==> src/rtl/pipeline_hazard_ctrl_pkg.sv <==
// Shared types for the pipeline hazard controller and the pipeline top.
// Latency: n/a (types and constants only).
// Backpressure: n/a.
package pipeline_hazard_ctrl_pkg;

  // Controller state: normal issue, or frozen on an outstanding data access
  typedef enum logic [0:0] {
    RUN      = 1'b0,
    MEM_WAIT = 1'b1
  } hz_state_t;

  // Register index that never carries a dependency (x0)
  localparam int REG_ZERO = 0;

  // Stall/flush bundle driven into the pipeline registers
  typedef struct packed {
    logic stall_f;
    logic stall_d;
    logic stall_e;
    logic stall_m;
    logic flush_d;
    logic flush_e;
    logic flush_w;
  } hz_ctrl_t;

  // Bundle with every stall and flush released
  function automatic hz_ctrl_t hz_ctrl_idle();
    return '0;
  endfunction

  // Bundle that freezes F..M and bubbles W while memory is busy
  function automatic hz_ctrl_t hz_ctrl_mem_freeze();
    hz_ctrl_t c;
    c         = '0;
    c.stall_f = 1'b1;
    c.stall_d = 1'b1;
    c.stall_e = 1'b1;
    c.stall_m = 1'b1;
    c.flush_w = 1'b1;
    return c;
  endfunction

endpackage

==> src/rtl/pipeline_hazard_ctrl_if.sv <==
// Signal bundle between the pipeline datapath and the hazard controller.
// Latency: n/a (wiring only).
// Backpressure: n/a; stall/flush lines are the flow control themselves.
interface pipeline_hazard_ctrl_if #(
  parameter int REG_W = 5,
  parameter int CNT_W = 16
);
  logic [REG_W-1:0] rs1_d;
  logic [REG_W-1:0] rs2_d;
  logic [REG_W-1:0] rd_e;
  logic             memread_e;
  logic             redirect_e;
  logic             mem_req_m;
  logic             mem_ready_m;

  logic             stall_f;
  logic             stall_d;
  logic             stall_e;
  logic             stall_m;
  logic             flush_d;
  logic             flush_e;
  logic             flush_w;
  logic             ctrl_stall;
  logic [CNT_W-1:0] stall_cnt;
  logic             mem_err;

  // Pipeline side: presents stage info, consumes stall/flush
  modport master (
    output rs1_d, rs2_d, rd_e, memread_e, redirect_e, mem_req_m, mem_ready_m,
    input  stall_f, stall_d, stall_e, stall_m, flush_d, flush_e, flush_w,
    input  ctrl_stall, stall_cnt, mem_err
  );

  // Controller side
  modport slave (
    input  rs1_d, rs2_d, rd_e, memread_e, redirect_e, mem_req_m, mem_ready_m,
    output stall_f, stall_d, stall_e, stall_m, flush_d, flush_e, flush_w,
    output ctrl_stall, stall_cnt, mem_err
  );
endinterface

==> src/rtl/pipeline_hazard_ctrl_hazard_detect.sv <==
// Load-use hazard compare between the load in E and the sources of D.
// Latency: purely combinational, same cycle.
// Backpressure: none; result feeds the controller priority logic.
module hazard_detect
  import pipeline_hazard_ctrl_pkg::*;
#(
  parameter int REG_W = 5
) (
  input  logic [REG_W-1:0] rs1_i,
  input  logic [REG_W-1:0] rs2_i,
  input  logic [REG_W-1:0] rd_i,
  input  logic             memread_i,
  output logic             lu_hz_o
);

  // A load writing x0 produces nothing to wait for
  always_comb begin
    lu_hz_o = memread_i && (rd_i != REG_W'(REG_ZERO)) &&
              ((rd_i == rs1_i) || (rd_i == rs2_i));
  end

endmodule

==> src/rtl/pipeline_hazard_ctrl.sv <==
// Stall/flush sequencer: load-use bubble, redirect flush, freeze on slow memory.
// Latency: stall/flush are combinational from state + inputs; counters update on clk.
// Backpressure: mem_ready_m low holds F..M frozen and bubbles W until it completes.
module pipeline_hazard_ctrl
  import pipeline_hazard_ctrl_pkg::*;
#(
  parameter int REG_W       = 5,
  parameter int CNT_W       = 16,
  parameter int MEM_TIMEOUT = 255
) (
  input  logic                   clk,
  input  logic                   rst,
  pipeline_hazard_ctrl_if.slave  hz
);

  localparam int  WAIT_W     = (MEM_TIMEOUT > 0) ? $clog2(MEM_TIMEOUT + 1) : 1;
  localparam bit  TIMEOUT_EN = (MEM_TIMEOUT != 0);

  hz_state_t         state_q, state_d;
  logic [WAIT_W-1:0] wait_cnt_q, wait_cnt_d;
  logic [CNT_W-1:0]  stall_cnt_q, stall_cnt_d;
  logic              mem_err_q, mem_err_d;
  logic              lu_hz;
  logic              mem_busy;
  hz_ctrl_t          ctrl;

  hazard_detect #(.REG_W(REG_W)) u_detect (
    .rs1_i     (hz.rs1_d),
    .rs2_i     (hz.rs2_d),
    .rd_i      (hz.rd_e),
    .memread_i (hz.memread_e),
    .lu_hz_o   (lu_hz)
  );

  assign mem_busy = hz.mem_req_m && !hz.mem_ready_m;

  // State register
  always_ff @(posedge clk or posedge rst) begin
    if (rst) state_q <= RUN;
    else     state_q <= state_d;
  end

  // Next state: enter the wait on a stalled access, leave once it completes
  always_comb begin
    state_d = state_q;
    case (state_q)
      RUN:      if (mem_busy)       state_d = MEM_WAIT;
      MEM_WAIT: if (hz.mem_ready_m) state_d = RUN;
      default:                      state_d = RUN;
    endcase
  end

  // Outputs: in MEM_WAIT E is frozen, so redirect and load-use wait until exit
  always_comb begin
    ctrl = hz_ctrl_idle();
    case (state_q)
      RUN: begin
        if (mem_busy) begin
          ctrl = hz_ctrl_mem_freeze();
        end else if (hz.redirect_e) begin
          // wrong-path D instruction; any load-use against it is moot
          ctrl.flush_d = 1'b1;
          ctrl.flush_e = 1'b1;
        end else if (lu_hz) begin
          ctrl.stall_f = 1'b1;
          ctrl.stall_d = 1'b1;
          ctrl.flush_e = 1'b1;
        end
      end
      MEM_WAIT: ctrl = hz_ctrl_mem_freeze();
      default:  ctrl = hz_ctrl_idle();
    endcase
  end

  // Counter next-state: wait age, saturating stall count, sticky timeout
  always_comb begin
    wait_cnt_d  = wait_cnt_q;
    stall_cnt_d = stall_cnt_q;
    mem_err_d   = mem_err_q;
    if (ctrl.stall_f && (stall_cnt_q != '1)) begin
      stall_cnt_d = stall_cnt_q + 1'b1;
    end
    if (state_q == RUN) begin
      if (mem_busy) wait_cnt_d = WAIT_W'(1);
    end else begin
      if (wait_cnt_q != '1) wait_cnt_d = wait_cnt_q + 1'b1;
      if (TIMEOUT_EN && (wait_cnt_q == WAIT_W'(MEM_TIMEOUT))) mem_err_d = 1'b1;
    end
  end

  // Counter registers
  always_ff @(posedge clk or posedge rst) begin
    if (rst) begin
      wait_cnt_q  <= '0;
      stall_cnt_q <= '0;
      mem_err_q   <= 1'b0;
    end else begin
      wait_cnt_q  <= wait_cnt_d;
      stall_cnt_q <= stall_cnt_d;
      mem_err_q   <= mem_err_d;
    end
  end

  assign hz.stall_f    = ctrl.stall_f;
  assign hz.stall_d    = ctrl.stall_d;
  assign hz.stall_e    = ctrl.stall_e;
  assign hz.stall_m    = ctrl.stall_m;
  assign hz.flush_d    = ctrl.flush_d;
  assign hz.flush_e    = ctrl.flush_e;
  assign hz.flush_w    = ctrl.flush_w;
  assign hz.ctrl_stall = ctrl.flush_e;
  assign hz.stall_cnt  = stall_cnt_q;
  assign hz.mem_err    = mem_err_q;

endmodule

==> src/flat_wrapper.sv <==
// flat-port wrapper written by rule: the top's interface ports become plain ports
module pipeline_hazard_ctrl_flat import pipeline_hazard_ctrl_pkg::*;
#(
  parameter int REG_W       = 5,
  parameter int CNT_W       = 16,
  parameter int MEM_TIMEOUT = 255
)
  (clk, rst, hz_rs1_d, hz_rs2_d, hz_rd_e, hz_memread_e, hz_redirect_e, hz_mem_req_m, hz_mem_ready_m, hz_stall_f, hz_stall_d, hz_stall_e, hz_stall_m, hz_flush_d, hz_flush_e, hz_flush_w, hz_ctrl_stall, hz_stall_cnt, hz_mem_err);
  pipeline_hazard_ctrl_if #(.REG_W(REG_W), .CNT_W(CNT_W)) hz_i ();
  input  logic clk;
  input  logic rst;
  input wire logic [$bits(hz_i.rs1_d)-1:0] hz_rs1_d;
  input wire logic [$bits(hz_i.rs2_d)-1:0] hz_rs2_d;
  input wire logic [$bits(hz_i.rd_e)-1:0] hz_rd_e;
  input wire logic [$bits(hz_i.memread_e)-1:0] hz_memread_e;
  input wire logic [$bits(hz_i.redirect_e)-1:0] hz_redirect_e;
  input wire logic [$bits(hz_i.mem_req_m)-1:0] hz_mem_req_m;
  input wire logic [$bits(hz_i.mem_ready_m)-1:0] hz_mem_ready_m;
  output wire logic [$bits(hz_i.stall_f)-1:0] hz_stall_f;
  output wire logic [$bits(hz_i.stall_d)-1:0] hz_stall_d;
  output wire logic [$bits(hz_i.stall_e)-1:0] hz_stall_e;
  output wire logic [$bits(hz_i.stall_m)-1:0] hz_stall_m;
  output wire logic [$bits(hz_i.flush_d)-1:0] hz_flush_d;
  output wire logic [$bits(hz_i.flush_e)-1:0] hz_flush_e;
  output wire logic [$bits(hz_i.flush_w)-1:0] hz_flush_w;
  output wire logic [$bits(hz_i.ctrl_stall)-1:0] hz_ctrl_stall;
  output wire logic [$bits(hz_i.stall_cnt)-1:0] hz_stall_cnt;
  output wire logic [$bits(hz_i.mem_err)-1:0] hz_mem_err;
  assign hz_i.rs1_d = hz_rs1_d;
  assign hz_i.rs2_d = hz_rs2_d;
  assign hz_i.rd_e = hz_rd_e;
  assign hz_i.memread_e = hz_memread_e;
  assign hz_i.redirect_e = hz_redirect_e;
  assign hz_i.mem_req_m = hz_mem_req_m;
  assign hz_i.mem_ready_m = hz_mem_ready_m;
  assign hz_stall_f = hz_i.stall_f;
  assign hz_stall_d = hz_i.stall_d;
  assign hz_stall_e = hz_i.stall_e;
  assign hz_stall_m = hz_i.stall_m;
  assign hz_flush_d = hz_i.flush_d;
  assign hz_flush_e = hz_i.flush_e;
  assign hz_flush_w = hz_i.flush_w;
  assign hz_ctrl_stall = hz_i.ctrl_stall;
  assign hz_stall_cnt = hz_i.stall_cnt;
  assign hz_mem_err = hz_i.mem_err;
  pipeline_hazard_ctrl #(.REG_W(REG_W), .CNT_W(CNT_W), .MEM_TIMEOUT(MEM_TIMEOUT)) u_core (.clk(clk), .rst(rst), .hz(hz_i));
endmodule
==> config.mk <==
export PLATFORM = sky130hd
export DESIGN_NAME = pipeline_hazard_ctrl_flat
export DESIGN_NICKNAME = d
export VERILOG_FILES = /design/src/rtl/pipeline_hazard_ctrl_pkg.sv /design/src/rtl/pipeline_hazard_ctrl_if.sv /design/src/rtl/pipeline_hazard_ctrl_hazard_detect.sv /design/src/rtl/pipeline_hazard_ctrl.sv /design/src/flat_wrapper.sv
export SDC_FILE = /design/constraint.sdc
export NUM_CORES = 1
export LEC_CHECK = 0
export ABC_AREA = 1
export ABC_CLOCK_PERIOD_IN_PS = 3730
export BUFFER_PORTS_ARGS = -buffer_cell sky130_fd_sc_hd__buf_2
export CELL_PAD_IN_SITES_DETAIL_PLACEMENT = 1
export CELL_PAD_IN_SITES_GLOBAL_PLACEMENT = 1
export CORE_MARGIN = 2
export CORE_UTILIZATION = 33
export CTS_BUF_LIST = sky130_fd_sc_hd__clkbuf_8
export CTS_CLUSTER_SIZE = 24
export DETAILED_ROUTE_END_ITERATION = 8
export PLACE_DENSITY = 0.79
export SLEW_MARGIN = 40
export SYNTH_ARGS = -nofsm -noshare
export SYNTH_HDL_FRONTEND = slang
export SYNTH_SLANG_ARGS = --single-unit
==> constraint.sdc <==
create_clock -name clk -period 3.73 [get_ports clk]
set_input_delay 0.1865 -clock clk [delete_from_list [all_inputs] [get_ports clk]]
set_output_delay 0.1865 -clock clk [all_outputs]
set_load 0.1 [all_outputs]
==> impl_metrics.yaml <==
outcome:
  status: "complete, no violations"
floorplan:
  initial_core_util_pct: 34.7
  pin_count: 46
  row_count: 26
  fp.dieW_um: 78.0
  dieHeight_um: 78.0
  die-area_um2: 6080
  core_um2: 5200
sta:
  report.final.hold_viol_count: 0
  setup_tns_ps: 0
  rsz0062_at_grt: "false"
  finalCritPeriodShare_pct: 57.6
  finClkSkew_ps: 4.26
  setup_viol: 0
  fin_ws_ps: 1580
  fmax_mhz: 465
  slew_headroom_pct: 60.7
  drv_slew: 0
  period_minus_slack_ps: 2150
  worst_pin_slew_ps: 588
pwr:
  swShare_pct: 49.7
  p_seq_share_pct: 37.7
  ir_drop_mv: 0.318
  switching_power_mw: 0.482
  combPwrFrac_pct: 42.5
  p_int_mw: 0.487
  power_mw: 0.969
  power_density_nw_per_um2: 454
  clkPwrFrac_pct: 19.8
  power_leakage_nw: 1.18
drt:
  routed_via_density: 4.96
  drt_wl_total_mm: 4.96
  met1_length_mm: 2.24
  wl_met3_um: 191
  vias: 1827
  drcViolationCount: 0
  highest_layer: "met4"
  dr.first_iter.drc_count: 83
  antenna_left: 0
  wl_per_cell_um: 13.5
  wl_met2_mm: 2.48
  first_pass_iters: 4
logic_synthesis:
  synthTopCellsByArea: "dfrtp_1, nand2_1, nand4_1"
  synth_warnings: 0
  synth_edf_count: 0
  synth_most_common_cell: "nand2_1"
  synthTopCellsByCount: "nand2_1, inv_1, dfrtp_1"
  ys_seq_elements: 26
  synth_ff_type: "dfrtp_1"
  netlist_area_um2: 1810
  ys_types: 28
  syn_area_per_cell_um2: 7.05
  seq_area_frac_synth_pct: 36.0
  ys_async_sr_fraction_pct: 100
  synth.top_cell.area_share_pct: 36.0
  yosysTopAreaCell: "dfrtp_1"
  synth.net_count: 279
  synth_cells: 256
critical_path:
  worst_path_max_delay_cell: "buf_2"
  startpoint: "u_core.state_q"
  crit_buf_inv: 3
  critPathLaunchType: "flop"
  required_ps: 3540
  arrival_ps: 1960
  endpoint_kind: "output port"
  path_delay_family: "buffers and inverters"
  path_cells: "inv_1 > o21ai_2 > nor2_4 > inv_2 > o21ai_1 > buf_2"
  path_max_fanout: 19
  critPathKind: "reg2out"
  crit-reg2reg-launch: "u_core.hz.stall_cnt[0]"
  cpPeakStageDelay_ps: 460
cts:
  cts.path.max_buffers: 2
  clk_pin_slew_ps: 100
  cts_made_buffers: 3
  htreeDepth: 1
  tritoncts: "built"
  insertion_delay_ps: 280
  root_buffer: "clkbuf_8"
  cts_sinks: 26
place:
  gp_congestion: 0.790
  dp_hpwl_mm: 3.75
  dp_cells: 363
  place.port_buffers: 45
  dp_slack_ps: 1790
global_routing:
  antenna_found_initial: 0
  grt_pass1_vias: 1899
  gr-total-overflow: 0
  grt_max_degree: 27
  grt_pass1_wl_mm: 8.58
  grt_usage_pct: 17.5
job:
  cap_viol_max_count: 0
finish:
  stdcell_count: 368
  diodes: 0
  nFillCells: 701
  nets: 322
  syn_to_final_growth_pct: 18.3
  drive_gt1_share_pct: 20.5
min_path:
  worstHoldStart: "hz_mem_ready_m"
  hp-class: "in2reg"
## timing repair
| item | 4_1_cts | 5_1_grt |
|---|---|---|
| hold buffers | 1 | 0 |
| resized for setup | 0 | 0 |
| setup buffers | 0 | 0 |
| hold endpoints to repair | 26 | 0 |
## sequential cells by signal, summed over array words and instances (netlist names)
signal / cells
u_core.hz.mem_err: 1
u_core.state_q: 1
u_core.wait_cnt_q: 8
u_core.hz.stall_cnt: 16
## stage by stage
stage	util (%)	cell area [um2]	hold slack, ps
after CTS	41.0	2140	71.3
after global routing	41.0	2140	68.2
final	41.0	2140	76.2
after detailed placement	39.8	2070	291
after global placement	39.8	2070	378
after floorplan	-	1810	227
## layout make-up
type,count,area [um2],share of cell area (%)
multi-input combinational,187,976,45.7
sequential,26,651,30.5
inverter,35,131,6.15
tap,70,87.6,4.10
clock buffer,4,55.1,2.58
timing repair buffer,46,235,11.0
## power groups by stage
stage          registers [mW]  clock network (mW)  logic, mW
2_1_floorplan           0.521                   0      0.183
3_3_place_gp            0.367                   0      0.404
3_5_place_dp            0.370                   0      0.414
4_1_cts                 0.366               0.201      0.416
5_1_grt                 0.372               0.216      0.439
6_report                0.365               0.192      0.412
## placed cells by master, fill, tap and decap left out
cell type,netlist,layout
nand2_1,85,85
buf_2,2,45
inv_1,34,33
dfrtp_1,26,26
nand4_1,23,23
nor2_1,20,19
nand3_1,14,14
xor2_1,13,13
o21ai_0,6,5
xnor2_1,4,4
nor3_1,4,4
clkbuf_8,0,4
a21oi_1,3,3
o31ai_1,2,2
nand2_2,2,2
nor2_4,1,2
inv_2,1,2
ha_1,2,2
o21ai_2,1,1
o22ai_1,1,1
a31oi_1,1,1
or2_2,1,1
nand3_2,1,1
nor3_4,1,1
nand2_4,1,1
nand3_4,1,1
o21ai_1,0,1
dlygate4sd3_1,0,1
## path summary, 6_finish.rpt
check	end	slack (ps)	depth (start not counted)
min in group asynchronous	u_core.hz.stall_cnt[4]	510	3
worst max-delay path	hz_ctrl_stall	1580	6
max in group asynchronous	u_core.hz.stall_cnt[10]	2840	3
worst min register to register	u_core.hz.mem_err	500	2
worst max register to register	u_core.hz.stall_cnt[11]	1760	9
worst min-delay path	u_core.state_q	80	2
## kinds of logic after synthesis
| group | after synthesis | synth area share [%] |
|---|---|---|
| AOI/OAI and AO/OA | 14 | 4.50 |
| xor gates and xnor gates | 17 | 8.25 |
| adders and majority gates | 2 | 1.39 |
| buffers and inverters | 43 | 10.3 |
| DFF | 26 | 36.0 |
| and+or+nand+nor | 154 | 39.5 |
## metal layers
| layer | global-route usage (%) | up-vias |
|---|---|---|
| met2 | 31.1 | 43 |
| met4 | 5.26 | 0 |
| met5 | 0 | - |
| li1 | - | 905 |
| met1 | 21.1 | 877 |
| met3 | 3.49 | 2 |
Note: power is estimated with default switching activity, not from simulation.
